**config.mk**
```make
export PLATFORM = sky130hd
export DESIGN_NAME = change_dispenser_flat
export DESIGN_NICKNAME = d
export VERILOG_FILES = /design/src/rtl/change_dispenser_pkg.sv /design/src/rtl/change_dispenser_if.sv /design/src/rtl/change_dispenser_tube.sv /design/src/rtl/change_dispenser.sv /design/src/flat_wrapper.sv
export SDC_FILE = /design/constraint.sdc
export NUM_CORES = 1
export LEC_CHECK = 0
export BUFFER_PORTS_ARGS = -buffer_cell sky130_fd_sc_hd__buf_2
export CAP_MARGIN = 20
export CORE_ASPECT_RATIO = 1.4
export CORE_MARGIN = 1
export CORE_UTILIZATION = 55
export CTS_BUF_LIST = sky130_fd_sc_hd__clkbuf_8
export CTS_CLUSTER_SIZE = 16
export DETAILED_ROUTE_END_ITERATION = 16
export GPL_TIMING_DRIVEN = 1
export PLACE_DENSITY = 0.78
export SYNTH_ARGS = -nofsm -noshare
export SYNTH_HDL_FRONTEND = slang
export SYNTH_SLANG_ARGS = --single-unit
```
**constraint.sdc**
```tcl
create_clock -name clk -period 3.8 [get_ports clk]
set_input_delay 0.76 -clock clk [delete_from_list [all_inputs] [get_ports clk]]
set_output_delay 0.76 -clock clk [all_outputs]
set_load 0.01 [all_outputs]
```
**src/rtl/change_dispenser_pkg.sv**
```systemverilog
// Shared coin definitions for the vending datapath (package chg_pkg).
// Also used by the upstream coin-accumulating controller.
package chg_pkg;

   localparam logic [1:0] COIN_NONE = 2'b00;
   localparam logic [1:0] COIN_5    = 2'b01;
   localparam logic [1:0] COIN_10   = 2'b10;
   localparam logic [1:0] COIN_25   = 2'b11;

   localparam int unsigned VAL_5  = 5;
   localparam int unsigned VAL_10 = 10;
   localparam int unsigned VAL_25 = 25;

   typedef enum logic [1:0] {
      ST_IDLE   = 2'd0,
      ST_SELECT = 2'd1,
      ST_EMIT   = 2'd2,
      ST_DONE   = 2'd3
   } chg_state_e;

   function automatic logic [4:0] coin_value(input logic [1:0] code);
      case (code)
         COIN_5:  return 5'd5;
         COIN_10: return 5'd10;
         COIN_25: return 5'd25;
         default: return 5'd0;
      endcase
   endfunction

endpackage

```
**src/rtl/change_dispenser_if.sv**
```systemverilog
// Request, coin-eject, refill and completion signals of the change dispenser.
interface change_dispenser_if #(parameter int AMT_W = 8);
   logic             chg_valid;
   logic [AMT_W-1:0] chg_amount;
   logic             chg_ready;
   logic             coin_valid;
   logic [1:0]       coin_code;
   logic             coin_ack;
   logic             refill_valid;
   logic [1:0]       refill_code;
   logic             done;
   logic             short;
   logic             err;
   logic [AMT_W-1:0] remain;

   modport master (
      output chg_valid, chg_amount, coin_ack, refill_valid, refill_code,
      input  chg_ready, coin_valid, coin_code, done, short, err, remain
   );

   modport slave (
      input  chg_valid, chg_amount, coin_ack, refill_valid, refill_code,
      output chg_ready, coin_valid, coin_code, done, short, err, remain
   );
endinterface

```
**src/rtl/change_dispenser_tube.sv**
```systemverilog
// One coin tube: inventory counter with reset preload, saturating inc/dec.
module coin_tube #(
   parameter int INV_W    = 6,
   parameter int INV_INIT = 10
) (
   input  logic             clk,
   input  logic             rst_n,
   input  logic             inc,
   input  logic             dec,
   output logic [INV_W-1:0] cnt,
   output logic             nonempty
);
   localparam logic [INV_W-1:0] INIT = INV_W'(INV_INIT);
   localparam logic [INV_W-1:0] MAX  = '1;

   // Simultaneous refill and eject cancel out.
   always_ff @(posedge clk or negedge rst_n) begin
      if (!rst_n) begin
         cnt <= INIT;
      end else if (inc && !dec) begin
         if (cnt != MAX) cnt <= cnt + INV_W'(1);
      end else if (dec && !inc) begin
         if (cnt != '0) cnt <= cnt - INV_W'(1);
      end
   end

   assign nonempty = (cnt != '0);
endmodule

```
**src/rtl/change_dispenser.sv**
```systemverilog
// Greedy 25/10/5 change dispenser limited by tube inventory.
// Optional CHG_AUDIT_EN adds coin-value total and shortfall counters.
module change_dispenser
   import chg_pkg::*;
#(
   parameter int AMT_W    = 8,
   parameter int INV_W    = 6,
   parameter int INV_INIT = 10
) (
   input  logic               clk,
   input  logic               rst_n,
   change_dispenser_if.slave  bus,
   output logic [INV_W-1:0]   inv5,
   output logic [INV_W-1:0]   inv10,
   output logic [INV_W-1:0]   inv25
`ifdef CHG_AUDIT_EN
   ,
   output logic [15:0]        audit_total,
   output logic [7:0]         audit_short_cnt
`endif
);
   localparam logic [1:0] S_IDLE   = 2'd0;
   localparam logic [1:0] S_SELECT = 2'd1;
   localparam logic [1:0] S_EMIT   = 2'd2;
   localparam logic [1:0] S_DONE   = 2'd3;

   logic [1:0]             state;
   logic [AMT_W-1:0]       rem;
   logic [1:0]             code_q;
   logic                   short_q, err_q;
   logic [1:0]             pick;
   logic                   hs, coin_fire;
   logic [AMT_W-1:0]       rem_sub;
   logic [2:0]             tube_inc, tube_dec, tube_ne;
   logic [2:0][INV_W-1:0]  tube_cnt;

   assign hs        = bus.chg_valid && (state == S_IDLE);
   assign coin_fire = (state == S_EMIT) && bus.coin_ack;
   assign rem_sub   = rem - AMT_W'(coin_value(code_q));

   // Largest affordable coin that is still in stock.
   always_comb begin
      pick = COIN_NONE;
      if (rem >= AMT_W'(VAL_25) && tube_ne[2])      pick = COIN_25;
      else if (rem >= AMT_W'(VAL_10) && tube_ne[1]) pick = COIN_10;
      else if (rem >= AMT_W'(VAL_5) && tube_ne[0])  pick = COIN_5;
   end

   always_ff @(posedge clk or negedge rst_n) begin
      if (!rst_n) begin
         state   <= S_IDLE;
         rem     <= '0;
         code_q  <= COIN_NONE;
         short_q <= 1'b0;
         err_q   <= 1'b0;
      end else begin
         case (state)
            S_IDLE: if (hs) begin
               rem     <= bus.chg_amount;
               short_q <= 1'b0;
               err_q   <= 1'b0;
               if ((bus.chg_amount % AMT_W'(5)) != '0) begin
                  err_q <= 1'b1;
                  state <= S_DONE;
               end else if (bus.chg_amount == '0) begin
                  state <= S_DONE;
               end else begin
                  state <= S_SELECT;
               end
            end
            S_SELECT: begin
               if (pick == COIN_NONE) begin
                  short_q <= 1'b1;
                  state   <= S_DONE;
               end else begin
                  code_q <= pick;
                  state  <= S_EMIT;
               end
            end
            S_EMIT: if (coin_fire) begin
               rem   <= rem_sub;
               state <= (rem_sub == '0) ? S_DONE : S_SELECT;
            end
            default: state <= S_IDLE;
         endcase
      end
   end

   assign bus.chg_ready  = (state == S_IDLE);
   assign bus.coin_valid = (state == S_EMIT);
   assign bus.coin_code  = (state == S_EMIT) ? code_q : COIN_NONE;
   assign bus.done       = (state == S_DONE);
   assign bus.short      = (state == S_DONE) && short_q;
   assign bus.err        = (state == S_DONE) && err_q;
   assign bus.remain     = (state == S_DONE) ? rem : '0;

   // Tube index i holds the coin whose code is i+1.
   for (genvar i = 0; i < 3; i++) begin : g_tube
      localparam logic [1:0] CODE = 2'(i + 1);
      assign tube_inc[i] = bus.refill_valid && (bus.refill_code == CODE);
      assign tube_dec[i] = coin_fire && (code_q == CODE);
      coin_tube #(.INV_W(INV_W), .INV_INIT(INV_INIT)) u_tube (
         .clk      (clk),
         .rst_n    (rst_n),
         .inc      (tube_inc[i]),
         .dec      (tube_dec[i]),
         .cnt      (tube_cnt[i]),
         .nonempty (tube_ne[i])
      );
   end

   assign inv5  = tube_cnt[0];
   assign inv10 = tube_cnt[1];
   assign inv25 = tube_cnt[2];

`ifdef CHG_AUDIT_EN
   logic [16:0] audit_sum;
   assign audit_sum = {1'b0, audit_total} + 17'(coin_value(code_q));

   always_ff @(posedge clk or negedge rst_n) begin
      if (!rst_n) begin
         audit_total     <= '0;
         audit_short_cnt <= '0;
      end else begin
         if (coin_fire) audit_total <= audit_sum[16] ? 16'hFFFF : audit_sum[15:0];
         if (state == S_DONE && short_q) audit_short_cnt <= audit_short_cnt + 8'd1;
      end
   end
`endif
endmodule

```
**src/flat_wrapper.sv**
```systemverilog
// flat-port wrapper written by rule: the top's interface ports become plain ports
module change_dispenser_flat import chg_pkg::*;
#(
   parameter int AMT_W    = 8,
   parameter int INV_W    = 6,
   parameter int INV_INIT = 10
)
  (clk, rst_n, inv5, inv10, inv25, bus_chg_valid, bus_chg_amount, bus_coin_ack, bus_refill_valid, bus_refill_code, bus_chg_ready, bus_coin_valid, bus_coin_code, bus_done, bus_short, bus_err, bus_remain);
  change_dispenser_if #(.AMT_W(AMT_W)) bus_i ();
  input  logic clk;
  input  logic rst_n;
  output logic [INV_W-1:0] inv5;
  output logic [INV_W-1:0] inv10;
  output logic [INV_W-1:0] inv25;
  input wire logic [$bits(bus_i.chg_valid)-1:0] bus_chg_valid;
  input wire logic [$bits(bus_i.chg_amount)-1:0] bus_chg_amount;
  input wire logic [$bits(bus_i.coin_ack)-1:0] bus_coin_ack;
  input wire logic [$bits(bus_i.refill_valid)-1:0] bus_refill_valid;
  input wire logic [$bits(bus_i.refill_code)-1:0] bus_refill_code;
  output wire logic [$bits(bus_i.chg_ready)-1:0] bus_chg_ready;
  output wire logic [$bits(bus_i.coin_valid)-1:0] bus_coin_valid;
  output wire logic [$bits(bus_i.coin_code)-1:0] bus_coin_code;
  output wire logic [$bits(bus_i.done)-1:0] bus_done;
  output wire logic [$bits(bus_i.short)-1:0] bus_short;
  output wire logic [$bits(bus_i.err)-1:0] bus_err;
  output wire logic [$bits(bus_i.remain)-1:0] bus_remain;
  assign bus_i.chg_valid = bus_chg_valid;
  assign bus_i.chg_amount = bus_chg_amount;
  assign bus_i.coin_ack = bus_coin_ack;
  assign bus_i.refill_valid = bus_refill_valid;
  assign bus_i.refill_code = bus_refill_code;
  assign bus_chg_ready = bus_i.chg_ready;
  assign bus_coin_valid = bus_i.coin_valid;
  assign bus_coin_code = bus_i.coin_code;
  assign bus_done = bus_i.done;
  assign bus_short = bus_i.short;
  assign bus_err = bus_i.err;
  assign bus_remain = bus_i.remain;
  change_dispenser #(.AMT_W(AMT_W), .INV_W(INV_W), .INV_INIT(INV_INIT)) u_core (.clk(clk), .rst_n(rst_n), .bus(bus_i), .inv5(inv5), .inv10(inv10), .inv25(inv25));
endmodule
```
### Word-level counts from Yosys, hierarchy flattened

Cells that the tools add are included.

* add/subtract/negate cells: 7
* div/mod/pow operators: 1
* $lt $le $gt $ge: 3
* equality and inequality tests: 18
* muxes and demuxes: 32
* bitwise operators: 1
* reductions and logical operators: 49

Operator list (count)
* 6-bit two-way mux: 12
* 8-bit two-way mux: 3
* 1-bit logical AND: 19
* 6-bit by 1-bit adder with 6-bit output (second input constant): 3
* 6-bit != test (second input constant): 3
* 6-bit nonzero test: 3
* 6-bit by 1-bit subtractor with 6-bit output (second input constant): 3
* 8-bit zero test: 2
* 2-bit two-way mux: 8
* 8-bit one-hot mux with 2 select lines: 1
* 2-bit nonzero test: 8
* 5-bit one-hot mux with 3 select lines: 1
* 3-bit AND reduction: 5
* 2-bit == test (second input constant): 6
* 2-bit by 1-bit != test with 1-bit output (second input constant): 6
* 8-bit by 3-bit >= comparator with 1-bit output (second input constant): 1
* 8-bit by 4-bit >= comparator with 1-bit output (second input constant): 1
* 8-bit by 5-bit >= comparator with 1-bit output (second input constant): 1
* 8-bit by 3-bit remainder unit with 8-bit output (second input constant): 1
* 8-bit nonzero test: 1
* 8-bit by 5-bit subtractor with 8-bit output: 1
* 2-bit by 1-bit == test with 1-bit output (second input constant): 3
* 1-bit zero test: 6
* 2-bit one-hot mux with 3 select lines: 1
* other kinds (5): 12

* register bits: 32
* bits of input ports: 15
* output and inout port bits: 33
* logic and storage cells: 119

### Logic depth before layout (Yosys ltp)

Gate-level depths: netlist of run 1.

* depth in word-level cells: 8
* gate-level depth with buffers: 14
* mapped depth without buffers: 13

### By module

A second synthesis of run 1 with hierarchy kept.

* cells, all modules: 350
* area, all modules: 3149.3 um^2

By module, submodules not included
* change_dispenser: times used 1, cells an instance 221, area an instance 1707.9 um^2, seq. area each 350.3 um^2
* coin_tube: times used 3, cells an instance 43, area an instance 480.5 um^2, seq. area each 152.6 um^2

### Worst setup path before layout of run 1

OpenSTA, ideal clock, no wires.

* path kind: in2reg
* start point: in bus_chg_amount[6]
* end point: reg u_core.state[1]
* setup time: 0.143 ns
* data arrival time: 3.622 ns
* data required time: 3.657 ns
* setup slack: 0.035 ns
* cell stages on the path: 13
* buffers on the path: 1
* cells stage by stage: buf_6 > or4b_1 > nand2_1 > nor3_2 > o2bb2ai_1 > a2111oi_2 > ha_1 > nor3_1 > a211oi_1 > o32ai_1 > mux2_1 > a222oi_1 > a31oi_1

* cells in the longest elaborated chain, start to end: 5

RTL lines
* start, declared: RTL line flat_wrapper.sv:16 `input wire logic [$bits(bus_i.chg_amount)-1:0] bus_chg_amount;`
* 8-bit by 3-bit remainder unit with 8-bit output / 8-bit zero test (equally long branches): RTL line change_dispenser.sv:62, change_dispenser.sv:65
* 8-bit nonzero test / 2-bit two-way mux (equally long branches): RTL line change_dispenser.sv:62, change_dispenser.sv:65
* 2-bit two-way mux *: RTL line change_dispenser.sv:62 `if ((bus.chg_amount % AMT_W'(5)) != '0) begin`
* 2-bit two-way mux *: RTL line change_dispenser.sv:58 `S_IDLE: if (hs) begin`
* 2-bit one-hot mux with 3 select lines *: RTL line change_dispenser.sv:57 `case (state)`
* end signal, assigned: RTL line change_dispenser.sv:82 `state <= (rem_sub == '0) ? S_DONE : S_SELECT;`
* end, declared: RTL line change_dispenser.sv:27 `logic [1:0] state;`

Every way passes the cells marked *; elsewhere a longest branch is shown, timed or not. The select of a mux whose other input is x is not followed.
A chain may end at the register's enable or synchronous reset.

### Worst setup path in the final report of run 1

* start point: in bus_chg_amount[4]
* end point: reg u_core.state[1]

The elaborated chain is that of the path after synthesis.

==> results of run 1 <==
==> stage by stage <==
stage	worst slack [ns]	power [mW]	instances
after floorplan	0.0345	2.00	359
after global placement	-0.102	2.42	485
after detailed placement	-0.224	2.49	485
after CTS	0.0777	2.80	493
after global routing	-0.0207	3.08	493
final	0.209	2.81	493
==> synth_stat cells (3+ instances only) <==
| master | number | area, µm² |
|---|---|---|
| o21ai_0 | 15 | 75.1 |
| nand2b_1 | 10 | 62.6 |
| fa_1 | 4 | 80.1 |
| a22o_1 | 3 | 26.3 |
| inv_1 | 14 | 52.6 |
| xnor2_1 | 19 | 166 |
| clkbuf_1 | 10 | 37.5 |
| nor2_1 | 43 | 161 |
| nand2_1 | 29 | 109 |
| a31oi_1 | 6 | 37.5 |
| o21bai_1 | 3 | 22.5 |
| o22ai_1 | 5 | 31.3 |
| and2b_1 | 3 | 22.5 |
| nor3_1 | 6 | 30.0 |
| nor4_1 | 5 | 31.3 |
| a211oi_1 | 3 | 22.5 |
| dfstp_2 | 6 | 158 |
| or3_1 | 3 | 18.8 |
| o32a_1 | 3 | 30.0 |
| a21o_1 | 5 | 37.5 |
| and3_1 | 12 | 75.1 |
| and2_1 | 3 | 18.8 |
| xor2_1 | 5 | 43.8 |
| mux2_2 | 6 | 67.6 |
| nor2b_1 | 3 | 18.8 |
| dfrtp_1 | 26 | 651 |
| nand3_1 | 7 | 35.0 |
| ha_1 | 19 | 238 |
| a21oi_1 | 32 | 160 |
| nand4_1 | 6 | 37.5 |
==> placed cells by master (no fill, tap or decap), types with 10 or more instances in the layout <==
cell      count
and3_1       12
inv_1        15
buf_2        47
o21ai_0      15
dfrtp_1      26
buf_4        28
nand2b_1     10
nor2_1       42
a21oi_1      32
nand2_1      29
ha_1         18
xnor2_1      19
==> worst max-delay path, delay by kind of cell <==
| family | cells | cell delay, ns |
|---|---|---|
| AO/OA/AOI/OAI | 6 | 1.31 |
| buffers and inverters | 2 | 0.29 |
| AND/OR/NAND/NOR | 5 | 1.16 |
| adder cells (fa/ha/maj) | 1 | 0.23 |
==> cell type report <==
type | instances | area, µm² | share of cell area (%)
Tap cell | 66 | 82.6 | 2.29
Inverter | 14 | 52.6 | 1.45
Timing Repair Buffer | 75 | 445 | 12.3
Multi-Input combinational cell | 298 | 2120 | 58.8
Clock inverter | 1 | 3.75 | 0.104
Clock buffer | 7 | 96.3 | 2.67
Sequential cell | 32 | 808 | 22.4
==> worst max path at each step <==
stage / startpoint / end / slack (ns) / depth (start not counted)
after floorplan: bus_chg_amount[6] / u_core.state[1] / 0.03 / 13
after global placement: bus_chg_amount[4] / u_core.state[1] / -0.10 / 13
after detailed placement: bus_chg_amount[4] / u_core.state[1] / -0.22 / 13
after CTS: bus_chg_amount[4] / u_core.state[1] / 0.08 / 13
after global routing: bus_chg_amount[4] / u_core.state[1] / -0.02 / 14
final: bus_chg_amount[4] / u_core.state[1] / 0.21 / 14
==> metal layers <==
metal | share of wire [%] | up-vias | GRT usage [%]
met2 | 53 | 101 | 54.6
li1 | - | 1451 | -
met3 | 4.4 | 27 | 4.34
met1 | 38 | 1428 | 29.6
met5 | 0 | - | 0
met4 | 4.0 | 0 | 17.0
==> logic make-up after synthesis <==
logic type / share of synthesized area (%)
simple gates: 24.3
compound gates: 23.3
flops: 27.1
buf+inv: 4.11
xor+xnor: 7.04
fa+ha+maj: 10.6
mux: 3.48
==> registers in the layout, summed over array words and instances (netlist names) <==
name,flops
u_core.rem,8
u_core.code_q,2
u_core.g_tube.u_tube.cnt,18
u_core.err_q,1
u_core.short_q,1
u_core.state,2
==> power by group through the flow <==
stage	combinational, mW	clock [mW]	sequential, mW
global placement	1.59	0	0.832
detailed placement	1.65	0	0.837
CTS	1.67	0.295	0.837
finish	1.68	0.286	0.845
global route	1.89	0.309	0.885
floorplan	1.22	0	0.772
==> repair_timing <==
action | in CTS | in global routing
buffers inserted | 0 | 0
gates resized for setup | 0 | 12
setup endpoints to repair | 0 | 2
==> results by group, run 1 <==
Detailed routing
  • DRC viols: 0
  • First DRT Iteration DRCs: approximately 130
  • Post-DR vias/cell: between 6 and 7
  • Final WL: 7.68 mm
  • TritonRoute pass-1 iters: 4
  • Detailed-route via count: 3007
  • Antenna viol nets, final: 0
  • Average wire per standard cell: 15.6 µm

Global route
  • Vias in the first global route: 2869
  • Gr ovfl total: 0
  • GRT Util Overall: between 20% and 30%
  • Largest net degree at the start of global routing: 33
  • Initial antenna violation count: 0
  • First-pass GRT wire length: 12.8 mm

STA
  • Final hold vios: 0
  • Final Max Tran Viols: 0
  • Period Utilization, post-route: 94.5%
  • Slew headroom: around 44%
  • Period minus WS final: 3.59 ns
  • WHS: 0.511 ns
  • Clock skew: 0.00719 ns
  • Setup TNS: 0 ns
  • Measured slew at the worst slew-check pin: 0.834 ns
  • Max Clk Rate: 0.278 GHz
  • Final setup fails: 0

Layout
  • Layout cells sized above 1: a little over a quarter
  • Synth-to-layout area growth: 21.0%
  • Total Nets Final: approximately 460
  • Final Instance Area: 3610 µm²
  • Final Core Density: 69.5%
  • Ant diodes: 0
  • Fillcell total: 439

Synth
  • Post-synthesis sequential area ratio: between 20% and 30%
  • Synth Warn #: 0
  • Netlist Area Pre-Place: ~3000 µm²
  • #FFs+latches synth: 32
  • Post-synth EDFFs: 0
  • Count of cell types in the netlist: roughly 70
  • Synthesized netlist cell count: 359
  • Ys flop type: dfrtp_1
  • Post-Syn Nets: approximately 400
  • Synthesized area per cell: 8.32 µm²
  • Post-synth ARST share: 100%

Pwr
  • Maximum vdd drop: between 0.0004 and 0.0005 V
  • PD cells: 778 nW/µm²
  • Combinational fraction of design power: 59.8%
  • Internal: 1.49 mW
  • Seq pwr share: 30.0%
  • P_leak: 1.65 nW
  • Switch Pwr: 1.32 mW
  • Clock share of power: 10.2%
  • Net Sw Frac: between 40% and 50%

Critical path
  • Slowest stage delay, CP: 0.37 ns
  • Worst-path cell chain: buf_2, buf_4, and2b_1, o22ai_2, nand2b_1, nor3_2, a2111oi_4, ha_2, nor3_2, a211oi_2, o32a_1, or3_1, a222oi_1, a31oi_1
  • Critical Path RT: 3.96 ns
  • R2R setup slack: 0.77 ns
  • Max Fanout on Critical Path: 10
  • CP max-delay cell: o32a_1
  • Worst Path Arrival: roughly 3.8 ns
  • Worst R2R Path Depth: 13
  • Worst Path Class, Setup: in -> reg
  • Most used cell, CP: nor3_2
  • Worst reg2reg path startpoint: u_core.state[0]
  • Reg2Reg Capture Point: u_core.g_tube[1].u_tube.cnt[5]
  • Startpoint Class: input port
  • Crit. End Element: flop

Place
  • I/O Buffers: between 40 and 50
  • Gp weighted congestion: 0.896
  • Placed cell area: ~3400 µm²
  • Post-DP HPWL: 5.82 mm

Floorplanning
  • Die Height: about 90 µm
  • DIE WIDTH: 64.3 µm
  • Total die area: 5730 µm²
  • Rows: 31
  • Core area: 5200 µm²
  • I/O Pins: between 40 and 50
  • Starting Density: 57.5%

Clocking
  • H-tree Lvls: 2
  • Clk root buf: clkbuf_8
  • CTS tree: yes
  • Clk buf depth: 2
  • Worst-path clk slew: 0.07 ns
  • CTS buffer count: 5
  • Hold buffers post-CTS: 0
  • Clk Latency, worst-skew pair: 0.29 ns
  • CTS sink cnt: 32

Hold path
  • Hold path start: u_core.short_q
  • Worst hold path endpoint: u_core.short_q
  • Min-delay worst type: reg -> reg
  • Worst Hold Depth: 2

Job
  • Max cap viols: 0

Status
  • Status: completed
Note: power is estimated with default switching activity, not from simulation.
==> run 2, diff against run 1 <==
==> constraint.sdc (replaced) <==
create_clock -name clk -period 3.5 [get_ports clk]
set_input_delay 0.7 -clock clk [delete_from_list [all_inputs] [get_ports clk]]
set_output_delay 0.7 -clock clk [all_outputs]
set_load 0.01 [all_outputs]
==> run 2 against run 1 <==
Clock skew is 0.0012 ns lower. Clock power is 9.1% higher. Wire length is 12% higher. Non-clock buffer count is 15 higher. Die area stayed put. Via count is 1.1% higher. Register-to-register slack worse by 0.05 ns. Combinational power is 15% higher. First-iteration DRC count is 28% higher. Largest cell class unchanged. Largest power group unchanged.
==> results by group, run 2 (synthesis gave the netlist of run 1 again) <==
Floorplanning
  • Core area: 5200 µm² (unchanged)
  • Total die area: 5730 µm² (unchanged)
  • I/O Pins: 48 (unchanged)
  • DIE WIDTH: 64.3 µm (unchanged)
  • Rows: 31 (unchanged)
  • Die Height: 89.2 µm (unchanged)
  • Starting Density: 57.5% (unchanged)

Critical path
  • Worst R2R Path Depth: 11 (was 13)
  • Startpoint Class: input port (unchanged)
  • Reg2Reg Capture Point: u_core.g_tube[1].u_tube.cnt[5] (unchanged)
  • Max Fanout on Critical Path: 7 (was 10)
  • Crit path from: bus_chg_amount[6] (was bus_chg_amount[4])
  • Crit. End Element: flop (unchanged)
  • Critical Path RT: 3.65 ns (was 3.96 ns)
  • Worst reg2reg path startpoint: u_core.code_q[0] (was u_core.state[0])
  • Worst Path Class, Setup: in -> reg (unchanged)
  • Worst Path Arrival: 3.64 ns (was 3.75 ns)
  • Critical path endpoint: u_core.err_q (was u_core.state[1])
  • R2R setup slack: 0.72 ns (was 0.77 ns)

Detailed routing
  • Post-DR vias/cell: 5.99 (was 6.10)
  • Met1 wire length: 3.44 mm (was 2.94 mm)
  • Met2 WL: 4.66 mm (was 4.09 mm)
  • TritonRoute pass-1 iters: 5 (was 4)
  • Final WL: 8.60 mm (was 7.68 mm)
  • Highest routed layer: met4 (unchanged)
  • Met3 WL: 284 µm (was 337 µm)
  • Antenna viol nets, final: 0 (unchanged)
  • DRC viols: 0 (unchanged)
  • Detailed-route via count: 3039 (was 3007)
  • Average wire per standard cell: 17.0 µm (was 15.6 µm)
  • First DRT Iteration DRCs: 163 (was 127)

Pwr
  • PD cells: 816 nW/µm² (was 778 nW/µm²)
  • Maximum vdd drop: 0.000600 V (was 0.000431 V)
  • P_leak: 1.75 nW (was 1.65 nW)
  • Final Power: 3.11 mW (was 2.81 mW)

STA
  • Period minus WS final: 3.49 ns
  • Final Max Tran Viols: 0 (unchanged)
  • Setup TNS: 0 ns (unchanged)
  • Slew headroom: 44.1% (was 43.8%)
  • Final setup fails: 0 (unchanged)
  • RSZ-0062 raised after global routing: true
  • Max Clk Rate: about 0.29 GHz
  • Clock skew: 0.00596 ns (was 0.00719 ns)
  • WHS: 0.461 ns (was 0.511 ns)
  • Worst setup margin: 0.00990 ns (was 0.209 ns)
  • Final hold vios: 0 (unchanged)
  • Period Utilization, post-route: approximately 100%
  • Measured slew at the worst slew-check pin: 0.830 ns (was 0.834 ns)

Clocking
  • H-tree Lvls: 2 (unchanged)
  • CTS sink cnt: 32 (unchanged)
  • CTS buffer count: 5 (unchanged)
  • Clk root buf: clkbuf_8 (unchanged)
  • CTS tree: yes (unchanged)
  • Clk buf depth: 2 (unchanged)
  • Worst-path clk slew: 0.07 ns (about the same)
  • Clk Latency, worst-skew pair: 0.29 ns (about the same)
  • Hold buffers post-CTS: 0 (unchanged)

Layout
  • Largest regs: u_core.g_tube.u_tube.cnt (18), u_core.rem (8) (unchanged)
  • Final Instance Area: 3820 µm² (was 3610 µm²)
  • Fillcell total: 418 (was 439)
  • Biggest register: u_core.g_tube.u_tube.cnt (unchanged)
  • Total Nets Final: 479 (was 464)
  • Max reg flops: 18 (unchanged)
  • Ant diodes: 0 (unchanged)
  • Final Core Density: 73.4% (was 69.5%)
  • Most frequent cells in the layout: 43 x buf_2, 43 x buf_4, 42 x nor2_1 (was 47 x buf_2, 42 x nor2_1, 32 x a21oi_1)
  • Post-route insts no fill: 507 (was 493)
  • Layout cells sized above 1: 30.4% (was 26.7%)
  • Synth-to-layout area growth: 27.8% (was 21.0%)

Place
  • Dpl ws: -0.293 ns (was -0.224 ns)
  • I/O Buffers: 47 (unchanged)
  • Post-DP HPWL: 6.40 mm (was 5.82 mm)
  • Gp weighted congestion: 0.875 (was 0.896)
  • Placed cell area: 3610 µm² (was 3440 µm²)
  • Placed Cells: 494 (was 485)

Job
  • Max cap viols: 0 (unchanged)

Status
  • Status: completed (unchanged)

Global route
  • Vias in the first global route: 2898 (was 2869)
  • First-pass GRT wire length: 13.6 mm (was 12.8 mm)
  • Initial antenna violation count: 0 (unchanged)
  • Gr ovfl total: 0 (unchanged)
  • Largest net degree at the start of global routing: 33 (unchanged)
  • GRT Util Overall: 30.8% (was 28.7%)

Hold path
  • Min-delay worst type: in -> async (was reg -> reg)
run 2: worst min path at each step:
stage	startpoint	end
6_report	rst_n	u_core.g_tube[2].u_tube.cnt[0]
5_1_grt	rst_n	u_core.g_tube[2].u_tube.cnt[0]
4_1_cts	rst_n	u_core.g_tube[2].u_tube.cnt[0]
3_5_place_dp	u_core.short_q	u_core.short_q
3_3_place_gp	u_core.short_q	u_core.short_q
2_1_floorplan	rst_n	u_core.code_q[0]
run 2: cell type report:
class,instances,area [µm²],area share (%)
flip-flops and latches,32,808,21.2
clock buffers,7,96.3,2.52
repair buffers,90,604,15.8
inverters,14,52.6,1.38
multi-input cells,298,2170,56.9
well taps,66,82.6,2.16
run 2: where the power goes:
group	leakage, nW	internal (mW)	switching, mW	total [mW]
Sequential	0.361	0.587	0.283	0.870
Clock	0.0503	0.175	0.136	0.312
Combinational	1.34	0.886	1.05	1.93
run 2: critical path, cell delays in order:
cell and delay (ns):
buf_8 0.10, and2b_1 0.22, mux2_4 0.30, nor3_4 0.25, nor3_2 0.09, a2111oi_4 0.35, ha_2 0.32, o32ai_2 0.11
a211oi_2 0.23, o32ai_2 0.17, mux2_4 0.32, a222oi_1 0.35, a31oi_1 0.14
run 2: repair_timing:
item	CTS	global route
endpoints found under the setup margin	0	2
buffers inserted	0	6
resized for setup	0	20
hold endpoints to repair	0	0
run 2: layer usage:
metal  up-vias  global-route usage [%]
li1       1477                       -
met1      1459                    35.1
met2        85                    58.3
met3        18                    3.19
met4         0                    12.3
met5         -                       0
==> run 3, diff against run 2 <==
--- a/config.mk
+++ b/config.mk
@@ -7,14 +7,16 @@
 export LEC_CHECK = 0
 export BUFFER_PORTS_ARGS = -buffer_cell sky130_fd_sc_hd__buf_2
 export CAP_MARGIN = 20
+export CELL_PAD_IN_SITES_DETAIL_PLACEMENT = 1
+export CELL_PAD_IN_SITES_GLOBAL_PLACEMENT = 1
 export CORE_ASPECT_RATIO = 1.4
 export CORE_MARGIN = 1
-export CORE_UTILIZATION = 55
+export CORE_UTILIZATION = 44
 export CTS_BUF_LIST = sky130_fd_sc_hd__clkbuf_8
 export CTS_CLUSTER_SIZE = 16
 export DETAILED_ROUTE_END_ITERATION = 16
 export GPL_TIMING_DRIVEN = 1
-export PLACE_DENSITY = 0.78
+export PLACE_DENSITY_LB_ADDON = 0.1
 export SYNTH_ARGS = -nofsm -noshare
 export SYNTH_HDL_FRONTEND = slang
 export SYNTH_SLANG_ARGS = --single-unit
==> run 3 against run 2 <==
Global-route usage down 3.3 points. Non-clock buffer count decreased by 2. Die area increased by 24%. Combinational power grew 3%. Register-to-register slack is essentially flat. Cell count rose by 1.4%. Clock skew down 0.0022 ns.
==> results by group, run 3 (synthesis gave the netlist of run 1 again) <==
Detailed routing
  • Detailed-route via count: 3063 (was 3039)
  • Final WL: 9.61 mm (was 8.60 mm)
  • Average wire per standard cell: 18.7 µm (was 17.0 µm)
  • Antenna viol nets, final: 0 (unchanged)
  • DRC viols: 0 (unchanged)
  • First DRT Iteration DRCs: 48 (was 163)
  • TritonRoute pass-1 iters: 4 (was 5)
  • Post-DR vias/cell: 5.96 (was 5.99)

Layout
  • Largest regs: u_core.g_tube.u_tube.cnt (18), u_core.rem (8) (unchanged)
  • Most frequent cells in the layout: 46 x buf_2, 42 x buf_4, 41 x nor2_1 (was 43 x buf_2, 43 x buf_4, 42 x nor2_1)
  • Biggest register: u_core.g_tube.u_tube.cnt (unchanged)
  • Max reg flops: 18 (unchanged)
  • Synth-to-layout area growth: 27.4% (was 27.8%)
  • Most common cell after layout, fill and taps aside: buf_2
  • Total Nets Final: 477 (was 479)
  • Post-route insts no fill: 514 (was 507)
  • Fillcell total: 809 (was 418)
  • Layout cells sized above 1: 30.9% (was 30.4%)
  • Ant diodes: 0 (unchanged)

Place
  • Gp weighted congestion: 0.837 (was 0.875)
  • Dpl ws: -0.328 ns (was -0.293 ns)
  • Post-DP HPWL: 7.36 mm (was 6.40 mm)
  • Placed Cells: 501 (was 494)
  • I/O Buffers: 47 (unchanged)

Global route
  • Largest net degree at the start of global routing: 33 (unchanged)
  • GRT Util Overall: 27.5% (was 30.8%)
  • Vias in the first global route: 3217 (was 2898)
  • Gr ovfl total: 0 (unchanged)
  • Initial antenna violation count: 0 (unchanged)
  • First-pass GRT wire length: 15.4 mm (was 13.6 mm)

Floorplanning
  • Starting Density: 45.5% (was 57.5%)
  • Rows: 35 (was 31)
  • I/O Pins: 48 (unchanged)
  • Die Height: 99.5 µm (was 89.2 µm)
  • Total die area: 7130 µm² (was 5730 µm²)
  • DIE WIDTH: 71.6 µm (was 64.3 µm)
  • Core area: 6570 µm² (was 5200 µm²)

STA
  • Slew headroom: 39.0% (was 44.1%)
  • Final Max Tran Viols: 0 (unchanged)
  • Clock skew: 0.00373 ns (was 0.00596 ns)
  • Setup TNS: 0 ns (unchanged)
  • Final hold vios: 0 (unchanged)
  • Period minus WS final: 3.41 ns (was 3.49 ns)
  • Worst setup margin: 0.0876 ns (was 0.00990 ns)
  • WHS: 0.475 ns (was 0.461 ns)
  • Final setup fails: 0 (unchanged)
  • Max Clk Rate: 0.293 GHz (was 0.287 GHz)
  • Period Utilization, post-route: 97.5% (was 99.7%)
  • Measured slew at the worst slew-check pin: 0.905 ns (was 0.830 ns)

Critical path
  • Startpoint Class: input port (unchanged)
  • Critical Path RT: 3.66 ns (was 3.65 ns)
  • Crit. End Element: flop (unchanged)
  • Max Fanout on Critical Path: 7 (unchanged)
  • Worst Path Class, Setup: in -> reg (unchanged)
  • Worst Path Arrival: 3.57 ns (was 3.64 ns)

Status
  • Status: completed (unchanged)

Clocking
  • Clk root buf: clkbuf_8 (unchanged)
  • CTS sink cnt: 32 (unchanged)
  • Hold buffers post-CTS: 0 (unchanged)
  • Clk buf depth: 2 (unchanged)
  • CTS tree: yes (unchanged)
  • H-tree Lvls: 2 (unchanged)
  • CTS buffer count: 5 (unchanged)
  • Clk Latency, worst-skew pair: 0.29 ns (about the same)
  • Worst-path clk slew: 0.07 ns (about the same)

Pwr
  • PD cells: 855 nW/µm² (was 816 nW/µm²)
  • Final Power: 3.25 mW (was 3.11 mW)
  • P_leak: 1.74 nW (was 1.75 nW)
  • Maximum vdd drop: 0.000490 V (was 0.000600 V)

Hold path
  • Min-delay worst type: in -> async (unchanged)

Job
  • Max cap viols: 0 (unchanged)
## run 3: routing by layer
layer / vias to the layer above / track usage [%] / share of wire, % / wire length [µm]
met3: 13 / 2.53 / 1.7 / 163
met1: 1538 / 29.6 / 40 / 3810
met5: - / 0 / 0 / 0
li1: 1468 / - / - / -
met2: 44 / 54.1 / 57 / 5450
met4: 0 / 9.95 / 1.9 / 186
## run 3: what timing repair did
item,in CTS,in global routing
endpoints found under the setup margin,2,2
gates resized for setup,2,8
buffers inserted,0,5
pin swaps,3,16
## run 3: final cells by class
| cell class | count | area [µm²] | share of cell area, % |
|---|---|---|---|
| multi-input combinational | 298 | 2180 | 57.3 |
| tap | 74 | 92.6 | 2.43 |
| sequential | 32 | 808 | 21.2 |
| clock buffer | 7 | 96.3 | 2.53 |
| timing repair buffer | 88 | 546 | 14.3 |
| clock inverter | 1 | 30.0 | 0.789 |
| inverter | 14 | 52.6 | 1.38 |
## run 3: path summary, 6_finish.rpt
check	from	end	slack, ns	depth (start not counted)
hold / removal	rst_n	u_core.g_tube[0].u_tube.cnt[0]	0.47	1
hold reg to reg	u_core.short_q	u_core.short_q	0.51	2
setup / recovery	bus_chg_amount[5]	u_core.state[1]	0.09	15
setup reg to reg	u_core.code_q[0]	u_core.g_tube[1].u_tube.cnt[5]	0.73	11
max in group asynchronous	rst_n	u_core.rem[4]	2.53	1
min in group clk	u_core.short_q	u_core.short_q	0.51	2
## run 3: worst max-delay path, stage by stage
cell and delay, ns:
buf_2 0.14, buf_4 0.15, nor3b_4 0.23, buf_4 0.16, a22o_1 0.18, nor2_1 0.07, and3_1 0.21, a2111oi_4 0.21
ha_2 0.31, o32ai_2 0.09, a211oi_2 0.21, o32ai_2 0.14, mux2_4 0.31, a222oi_1 0.32, a31oi_1 0.15
## run 3: stage by stage
step	util [%]	cell area, µm²
3_3_place_gp	54.8	3600
2_1_floorplan	-	3080
5_1_grt	57.9	3800
4_1_cts	56.9	3740
6_report	57.9	3800
3_5_place_dp	54.8	3600
## run 3: report_power, final
| part | internal (mW) | leakage, nW | switching [mW] |
|---|---|---|---|
| Clock | 0.251 | 0.0645 | 0.150 |
| Combinational | 0.883 | 1.31 | 1.10 |
| Sequential | 0.587 | 0.361 | 0.283 |
| Total | 1.72 | 1.74 | 1.53 |
